## config.mk

```make
export PLATFORM = sky130hd
export DESIGN_NAME = fsm_ctx_sched
export DESIGN_NICKNAME = d
export VERILOG_FILES = /design/src/rtl/fsm_ctx_sched.sv
export SDC_FILE = /design/constraint.sdc
export NUM_CORES = 1
export LEC_CHECK = 0
export CORE_UTILIZATION = 45
export DETAILED_ROUTE_END_ITERATION = 6
export GPL_ROUTABILITY_DRIVEN = 0
export PLACE_DENSITY = 0.67
export SLEW_MARGIN = 20
export SYNTH_ARGS = -nofsm -noshare
export SYNTH_HDL_FRONTEND = slang
export SYNTH_SLANG_ARGS = --single-unit
```

## constraint.sdc

```tcl
create_clock -name clk -period 3.62 [get_ports clk]
set_input_delay 0.362 -clock clk [delete_from_list [all_inputs] [get_ports clk]]
set_output_delay 0.362 -clock clk [all_outputs]
set_load 0.01 [all_outputs]
```

## src/rtl/fsm_ctx_sched.sv

```systemverilog
// Round-robin time-shared sequence detector: one shared next-state step, per-channel
// state/count context, registered result tagged with the channel id.
module fsm_ctx_sched #(
  parameter int NCH      = 4,
  parameter int CHW      = 2,
  parameter int HOLD_MAX = 18
) (
  input  logic           clk,
  input  logic           init,
  input  logic           en,
  input  logic [NCH-1:0] req,
  input  logic [NCH-1:0] q,
  output logic [NCH-1:0] ack,
  input  logic           clr_ch,
  input  logic [CHW-1:0] clr_id,
  output logic           z_valid,
  output logic           z,
  output logic [CHW-1:0] z_ch,
  output logic [2:0]     z_state,
  output logic [4:0]     z_count
);

  typedef enum logic [2:0] {
    ST_A  = 3'b000,
    ST_C  = 3'b001,
    ST_EH = 3'b010,
    ST_BD = 3'b011,
    ST_FG = 3'b100
  } state_t;

  localparam logic [4:0]     HOLD_C  = 5'(HOLD_MAX);
  localparam logic [CHW-1:0] PTR_RST = CHW'(NCH - 1);

  logic [2:0]     r_st  [NCH];
  logic [4:0]     r_cnt [NCH];
  logic [CHW-1:0] r_ptr;

  logic           r_z_valid;
  logic           r_z;
  logic [CHW-1:0] r_z_ch;
  logic [2:0]     r_z_state;
  logic [4:0]     r_z_count;

  logic [NCH-1:0] w_clr_mask;
  logic [NCH-1:0] w_elig;
  logic           w_gnt_vld;
  logic [CHW-1:0] w_gnt_id;
  logic [2:0]     w_s;
  logic [4:0]     w_c;
  logic           w_x;
  logic [2:0]     w_nst;
  logic [4:0]     w_ncnt;
  logic           w_nz;

  // A channel being cleared is excluded from the grant, so clear beats request.
  always_comb begin
    w_clr_mask = '0;
    if (clr_ch && (int'(clr_id) < NCH)) w_clr_mask[clr_id] = 1'b1;
  end

  assign w_elig = req & ~w_clr_mask & {NCH{en}};

  always_comb begin
    int idx;
    idx       = 0;
    w_gnt_vld = 1'b0;
    w_gnt_id  = '0;
    for (int k = 0; k < NCH; k++) begin
      idx = int'(r_ptr) + 1 + k;
      if (idx >= NCH) idx = idx - NCH;
      if (!w_gnt_vld && w_elig[CHW'(idx)]) begin
        w_gnt_vld = 1'b1;
        w_gnt_id  = CHW'(idx);
      end
    end
  end

  always_comb begin
    ack = '0;
    if (w_gnt_vld) ack[w_gnt_id] = 1'b1;
  end

  assign w_s = r_st[w_gnt_id];
  assign w_c = r_cnt[w_gnt_id];
  assign w_x = q[w_gnt_id];

  always_comb begin
    w_nst  = w_s;
    w_ncnt = w_c;
    w_nz   = 1'b0;
    case (w_s)
      ST_A: begin
        if (w_x) begin
          w_nst  = ST_C;
          w_ncnt = '0;
        end else begin
          w_nst = ST_FG;
        end
      end
      ST_EH: w_nst = w_x ? ST_FG : ST_A;
      ST_BD: w_nst = w_x ? ST_FG : ST_EH;
      ST_FG: w_nst = ST_BD;
      ST_C: begin
        if (w_x) begin
          w_ncnt = '0;
        end else if (w_c < HOLD_C) begin
          w_ncnt = w_c + 5'd1;
          w_nz   = 1'b1;
        end else begin
          w_nst  = ST_EH;
          w_ncnt = HOLD_C;
          w_nz   = 1'b1;
        end
      end
      default: begin
        w_nst  = ST_A;
        w_ncnt = '0;
      end
    endcase
  end

  // Write-back lands at the same edge as the result, so a back-to-back grant reads fresh context.
  always_ff @(posedge clk) begin
    for (int i = 0; i < NCH; i++) begin
      if (init || w_clr_mask[i]) begin
        r_st[i]  <= ST_A;
        r_cnt[i] <= '0;
      end else if (w_gnt_vld && (w_gnt_id == CHW'(i))) begin
        r_st[i]  <= w_nst;
        r_cnt[i] <= w_ncnt;
      end
    end
  end

  always_ff @(posedge clk) begin
    if (init) begin
      r_ptr     <= PTR_RST;
      r_z_valid <= 1'b0;
      r_z       <= 1'b0;
      r_z_ch    <= '0;
      r_z_state <= '0;
      r_z_count <= '0;
    end else begin
      r_z_valid <= w_gnt_vld;
      if (w_gnt_vld) begin
        r_ptr     <= w_gnt_id;
        r_z       <= w_nz;
        r_z_ch    <= w_gnt_id;
        r_z_state <= w_nst;
        r_z_count <= w_ncnt;
      end
    end
  end

  assign z_valid = r_z_valid;
  assign z       = r_z;
  assign z_ch    = r_z_ch;
  assign z_state = r_z_state;
  assign z_count = r_z_count;

endmodule

```

==> flow_metrics.env, run 1 <==
export IMPL_status="finished clean"
export IMPL_area_growth_pct=20.6
export IMPL_numCtsBuffers=5
export IMPL_setup_violations=0
export IMPL_rsz0062_at_grt="no"
export IMPL_finalHoldViolCount=0
export IMPL_drive_gt1_frac=0.172
export IMPL_avgSynthCellArea_um2=10.9
export IMPL_cts_tree="built"
export IMPL_synthSimpleGateAreaFrac=0.190
export IMPL_grt_start_max_net_pins=27
export IMPL_min_from="z_state[0]"
export IMPL_syn_nets=237
export IMPL_multi_input_area_um2=1130
export IMPL_cp_num_cells=8
export IMPL_finalNetCount=275
export IMPL_postCtsHoldBufs=0
export IMPL_rows=26
export IMPL_synthMuxAreaShare=0.131
export IMPL_synthCells=223
export IMPL_slowest_delay_ps=670
export IMPL_path_buf_inv=3
export IMPL_avgRoutedWirePerCell_um=16.4
export IMPL_worstSetupPathType="in -> out"
export IMPL_overflow=0
export IMPL_die_w_um=75.6
export IMPL_synth_fa_ha_area_frac=0
export IMPL_vdd_ir_drop_max_v=0.000291
export IMPL_grt_pass1_vias=1606
export IMPL_io_buffers=29
export IMPL_rr_worst_depth=7
export IMPL_grt_pass1_wl_um=8330
export IMPL_first_iter_violations=101
export IMPL_hpwl_um=3760
export IMPL_final_area_um2=2940
export IMPL_min_period_over_period=0.933
export IMPL_antenna_cells=0
export IMPL_finalCriticalPeriod_ps=3380
export IMPL_h_tree_depth=2
export IMPL_regToRegEndpoint="r_st[1][0]"
export IMPL_crit_slowest_cell="o21ai_2"
export IMPL_drtPass1Iterations=4
export IMPL_path_max_fanout=13
export IMPL_start_kind="input port"
export IMPL_ctsResizeCount=0
export IMPL_vias=1788
export IMPL_drc=0
export IMPL_die_area_um2=5710
export IMPL_cap_violations=0
export IMPL_start_util=0.471
export IMPL_netlist_area_um2=2430
export IMPL_reg2reg_slack_ps=840
export IMPL_slew_limit_headroom=0.468
export IMPL_cts_root_buffer="clkbuf_8"
export IMPL_tns_ps=0
export IMPL_grt_total_usage=0.210
export IMPL_ys_warn_count=0
export IMPL_slew_viol_final=0
export IMPL_synth_compound_area_share=0.137
export IMPL_hp_class="reg -> reg"
export IMPL_worstSetupEndpoint="ack[0]"
export IMPL_clk_latency_ps=300
export IMPL_io_pins=30
export IMPL_skew_ps=6.82
export IMPL_required_ps=3260
export IMPL_synthXorXnorAreaFrac=0.00719
export IMPL_synth_edf_count=32
export IMPL_synth_seq_cells=46
export IMPL_path_delay_family="buffers and inverters"
export IMPL_power_density_nw_per_um2=497
export IMPL_clockBufferDepth=2
export IMPL_antenna_found_initial=0
export IMPL_die_y_um=75.6
export IMPL_ant_nets=0
export IMPL_cts_sinks=46
export IMPL_n_fill_cell=465
export IMPL_wl_um=5450
export IMPL_worstPathCellList="clkdlybuf4s50_1 > or3b_1 > and3_4 > a31oi_2 > o21ai_2 > buf_4 > and3_1 > clkdlybuf4s50_1"
export IMPL_max_freq_ghz=0.296
export IMPL_seq_area_frac_synth=0.510
export IMPL_yosys_cell_types_count=47
export IMPL_cts_setup_buffers=0
export IMPL_startpoint="clr_id[1]"
export IMPL_synth_top_family_by_area="simple AND/OR/NAND/NOR gates"
export IMPL_placed_cell_area_um2=2850
export IMPL_path_clk_slew_ps=80
export IMPL_async_flop_share=0
export IMPL_path_common_cell="clkdlybuf4s50_1"
export IMPL_r2r_start="r_ptr[0]"
export IMPL_ff_latch_area_um2=1240
export IMPL_p_leak_uw=0.00113
export IMPL_synth_flop_cell="edfxtp_1"
export IMPL_cp_arrival_ps=3020
export IMPL_tightest_slew_ps=797
export IMPL_routed_via_density=5.39
export IMPL_coreArea_um2=5170
export IMPL_crit_path_end_kind="output pin"
## worst min path at each step
stage            endpoint  slack, ps  depth (start not counted)
3_3_place_gp   z_state[0]        450                          2
2_1_floorplan     z_ch[0]        480                          2
3_5_place_dp   z_state[0]        450                          2
4_1_cts        z_state[0]        470                          2
6_report       z_state[0]        460                          2
5_1_grt           z_ch[0]        510                          2
## cell families after synthesis
family                 after synthesis
AO/OA/AOI/OAI                       40
XOR/XNOR                             2
AND/OR/NAND/NOR                     93
multiplexers                        30
buffers and inverters               12
flip-flops                          46
## sequential cells by signal (all words and copies together), names as in the netlist
| name | cells |
|---|---|
| r_cnt | 20 |
| r_st | 12 |
| z_count | 5 |
| z_state | 3 |
| r_ptr | 2 |
| z_ch | 2 |
| z | 1 |
| z_valid | 1 |
## synthesized netlist by cell type, types with 2 or more instances
| library cell | n | area, um^2 |
|---|---|---|
| nor2_1 | 48 | 180 |
| edfxtp_1 | 32 | 961 |
| mux2i_1 | 21 | 210 |
| dfxtp_1 | 14 | 280 |
| nand2_1 | 13 | 48.8 |
| a21oi_1 | 9 | 45.0 |
| mux2_2 | 7 | 78.8 |
| nand3_1 | 7 | 35.0 |
| a211oi_2 | 5 | 62.6 |
| inv_1 | 5 | 18.8 |
| a31oi_1 | 4 | 25.0 |
| and3_1 | 4 | 25.0 |
| clkbuf_1 | 4 | 15.0 |
| nand3b_1 | 4 | 30.0 |
| nor2b_1 | 4 | 25.0 |
| o21ai_0 | 4 | 20.0 |
| mux2_4 | 2 | 30.0 |
| nand2b_1 | 2 | 12.5 |
| nor3_1 | 2 | 10.0 |
| o21ai_1 | 2 | 10.0 |
| o21ai_2 | 2 | 17.5 |
| o221ai_2 | 2 | 30.0 |
| xnor2_1 | 2 | 17.5 |
## metal layers
layer | track usage | up-vias | part of all wire
li1 | - | 889 | -
met3 | 0.0450 | 2 | 0.043
met4 | 0.0638 | 0 | 0.0040
met1 | 0.288 | 865 | 0.48
met5 | 0 | - | 0
met2 | 0.334 | 32 | 0.47
## worst register-to-register path, stage by stage (launching register included)
cell	delay [ps]
dfxtp_1	450
o21ai_0	150
o21ai_2	640
mux2_2	490
a31o_1	260
a211o_1	340
nand2_1	150
nor2_1	70
## metrics by stage
step / utilization / setup WS, ps / std cells / hold slack, ps / power, uW
final: 0.568 / 241 / 332 / 464 / 1460
after global routing: 0.568 / 55.0 / 332 / 506 / 1540
after CTS: 0.568 / 223 / 332 / 466 / 1470
after detailed placement: 0.551 / 79.5 / 324 / 452 / 1160
after global placement: 0.551 / 141 / 324 / 449 / 1160
after floorplan: - / 818 / 223 / 481 / 996
## placed cells by master, fill, tap and decap left out, types with 2 or more instances in the layout
master / count
o21ai_1: 2
edfxtp_1: 32
mux2_4: 2
mux2_2: 7
nand2b_1: 2
inv_1: 5
o21ai_2: 2
buf_4: 8
a31oi_1: 4
a21oi_1: 9
dfxtp_1: 14
nor2_1: 48
nor3_1: 2
mux2i_1: 21
o21ai_0: 4
nand3b_1: 4
a211oi_2: 5
nand2_1: 13
clkdlybuf4s50_1: 29
nor2b_1: 4
nand3_1: 7
o221ai_2: 2
xnor2_1: 2
and3_1: 4
clkbuf_8: 5
## where the power goes
group	internal, uW	switching [uW]
Sequential	630	23.5
Clock	136	172
Combinational	210	287
## final cells by class
cell class / instances / area share
multi-input combinational: 165 / 0.386
timing repair buffer: 38 / 0.126
clock inverter: 2 / 0.00469
inverter: 5 / 0.00639
clock buffer: 6 / 0.0247
tap: 70 / 0.0298
sequential: 46 / 0.423
Power figures use the tool's default switching activity.
==> run 2, diff against run 1 <==
--- a/config.mk
+++ b/config.mk
@@ -5,6 +5,7 @@
 export SDC_FILE = /design/constraint.sdc
 export NUM_CORES = 1
 export LEC_CHECK = 0
+export CAP_MARGIN = 10
 export CORE_UTILIZATION = 45
 export DETAILED_ROUTE_END_ITERATION = 6
 export GPL_ROUTABILITY_DRIVEN = 0
==> results of run 2 <==
No change in the layout: final DEF, timing and power equal those of run 1.
==> run 3, diff against run 2 <==
--- a/config.mk
+++ b/config.mk
@@ -5,12 +5,12 @@
 export SDC_FILE = /design/constraint.sdc
 export NUM_CORES = 1
 export LEC_CHECK = 0
-export CAP_MARGIN = 10
+export CAP_MARGIN = 40
 export CORE_UTILIZATION = 45
 export DETAILED_ROUTE_END_ITERATION = 6
 export GPL_ROUTABILITY_DRIVEN = 0
 export PLACE_DENSITY = 0.67
-export SLEW_MARGIN = 20
+export SLEW_MARGIN = 40
 export SYNTH_ARGS = -nofsm -noshare
 export SYNTH_HDL_FRONTEND = slang
 export SYNTH_SLANG_ARGS = --single-unit
==> constraint.sdc (replaced) <==
create_clock -name clk -period 3.62 [get_ports clk]
set_input_delay 0.362 -clock clk [delete_from_list [all_inputs] [get_ports clk]]
set_output_delay 0.362 -clock clk [all_outputs]
set_load 0.1 [all_outputs]
==> flow_metrics.env, run 3 (synthesized netlist as in run 1, its figures left out) <==
export IMPL_crit_path_end_kind="flop"
export IMPL_grt_use_met1=0.295
export IMPL_finalCoreUtilization=0.572
export IMPL_postCtsHoldBufs=0
export IMPL_hp_class="reg -> reg"
export IMPL_path_delay_family="compound AO/OA/AOI/OAI gates"
export IMPL_clockBufferDepth=2
export IMPL_skew_ps=15.7
export IMPL_finalNetCount=280
export IMPL_wl_um=5710
export IMPL_largest_register="r_cnt"
export IMPL_die_area_um2=5710
export IMPL_p_leak_uw=0.00119
export IMPL_layout_common_cells="48 x nor2_1, 32 x edfxtp_1, 21 x mux2i_1"
export IMPL_max_freq_ghz=0.295
export IMPL_worstPathCellList="clkdlybuf4s50_1 > nand3_1 > nand3_1 > buf_4 > o21ai_0 > o21ai_2 > mux2_2 > nor2_1 > o21ai_2 > a22oi_1 > nor2_1"
export IMPL_crit_slowest_cell="o21ai_2"
export IMPL_rows=26
export IMPL_numCtsBuffers=5
export IMPL_slew_limit_headroom=0.438
export IMPL_antenna_found_initial=0
export IMPL_finalCriticalPeriod_ps=3390
export IMPL_start_kind="input port"
export IMPL_die_y_um=75.6
export IMPL_worstSetupPathType="in -> reg"
export IMPL_pre_cts_ws_ps=-88.8
export IMPL_grt_pass1_vias=1711
export IMPL_tightest_slew_ps=843
export IMPL_setup_ws_ps=229
export IMPL_rsz0062_at_grt="no"
export IMPL_status="finished clean"
export IMPL_final_area_um2=2960
export IMPL_cap_violations=0
export IMPL_cts_setup_buffers=0
export IMPL_met2_usage=0.354
export IMPL_first_iter_violations=83
export IMPL_power_density_nw_per_um2=556
export IMPL_hpwl_um=4040
export IMPL_cts_tree="built"
export IMPL_met3_usage=0.0304
export IMPL_grt_total_usage=0.219
export IMPL_die_w_um=75.6
export IMPL_top_usage_layer="met2"
export IMPL_required_ps=3670
export IMPL_area_growth_pct=21.5
export IMPL_path_buf_inv=2
export IMPL_setup_violations=0
export IMPL_vdd_ir_drop_max_v=0.000291
export IMPL_finalHoldViolCount=0
export IMPL_io_buffers=29
export IMPL_slowest_delay_ps=680
export IMPL_h_tree_depth=2
export IMPL_grt_pass1_wl_um=8740
export IMPL_slew_viol_final=0
export IMPL_path_clk_slew_ps=90
export IMPL_clk_latency_ps=310
export IMPL_ant_nets=0
export IMPL_holdWs_ps=461
export IMPL_io_pins=30
export IMPL_ctsResizeCount=0
export IMPL_drive_gt1_frac=0.255
export IMPL_start_util=0.471
export IMPL_cts_root_buffer="clkbuf_8"
export IMPL_placed_cell_area_um2=2870
export IMPL_cts_sinks=46
export IMPL_overflow=0
export IMPL_antenna_cells=0
export IMPL_drc=0
export IMPL_mostFrequentLayoutCell="nor2_1"
export IMPL_drtPass1Iterations=4
export IMPL_grt_start_max_net_pins=20
export IMPL_vias=1836
export IMPL_path_max_fanout=13
export IMPL_routed_via_density=5.45
export IMPL_coreArea_um2=5170
export IMPL_largest_register_ffs=20
export IMPL_avgRoutedWirePerCell_um=16.9
export IMPL_cp_arrival_ps=3440
export IMPL_p_total_uw=1640
export IMPL_min_period_over_period=0.937
==> run 3: metrics by stage <==
stage,instances,setup TNS [ps]
finish,337,0
global route,337,0
CTS,337,0
detailed placement,329,-999
global placement,328,-3000
floorplan,223,0
==> run 3: path summary, 6_finish.rpt <==
path / from / to / slack, ps / cells after the start
setup reg to reg: r_ptr[1] / r_cnt[1][2] / 800 / 7
hold reg to reg: z_ch[0] / z_ch[0] / 460 / 2
hold / removal: z_ch[0] / z_ch[0] / 460 / 2
setup / recovery: clr_id[0] / r_cnt[1][2] / 230 / 11
==> run 3: layout make-up <==
| cell class | instances | area (um^2) |
|---|---|---|
| timing repair buffer | 43 | 383 |
| multi-input combinational | 165 | 1130 |
| tap | 70 | 87.6 |
| clock inverter | 3 | 23.8 |
| sequential | 46 | 1240 |
| fill | 447 | 2210 |
| clock buffer | 5 | 68.8 |
| inverter | 5 | 18.8 |
==> run 3: tightest hold or removal path, cell delays in order, from the launching register on <==
cell	delay, ps
dfxtp_1	320
nand2_1	50
a21oi_1	50
==> run 3: where the power goes <==
group / switching (uW) / internal [uW] / leakage (uW) / total (uW)
clock network: 188 / 138 / 0.0000408 / 326
logic: 454 / 211 / 0.000686 / 665
registers: 23.3 / 630 / 0.000461 / 653
==> run 3: per-layer routing <==
layer	share of wire	vias up
met5	0	-
li1	-	897
met1	0.46	878
met3	0.053	8
met2	0.47	53
met4	0.012	0
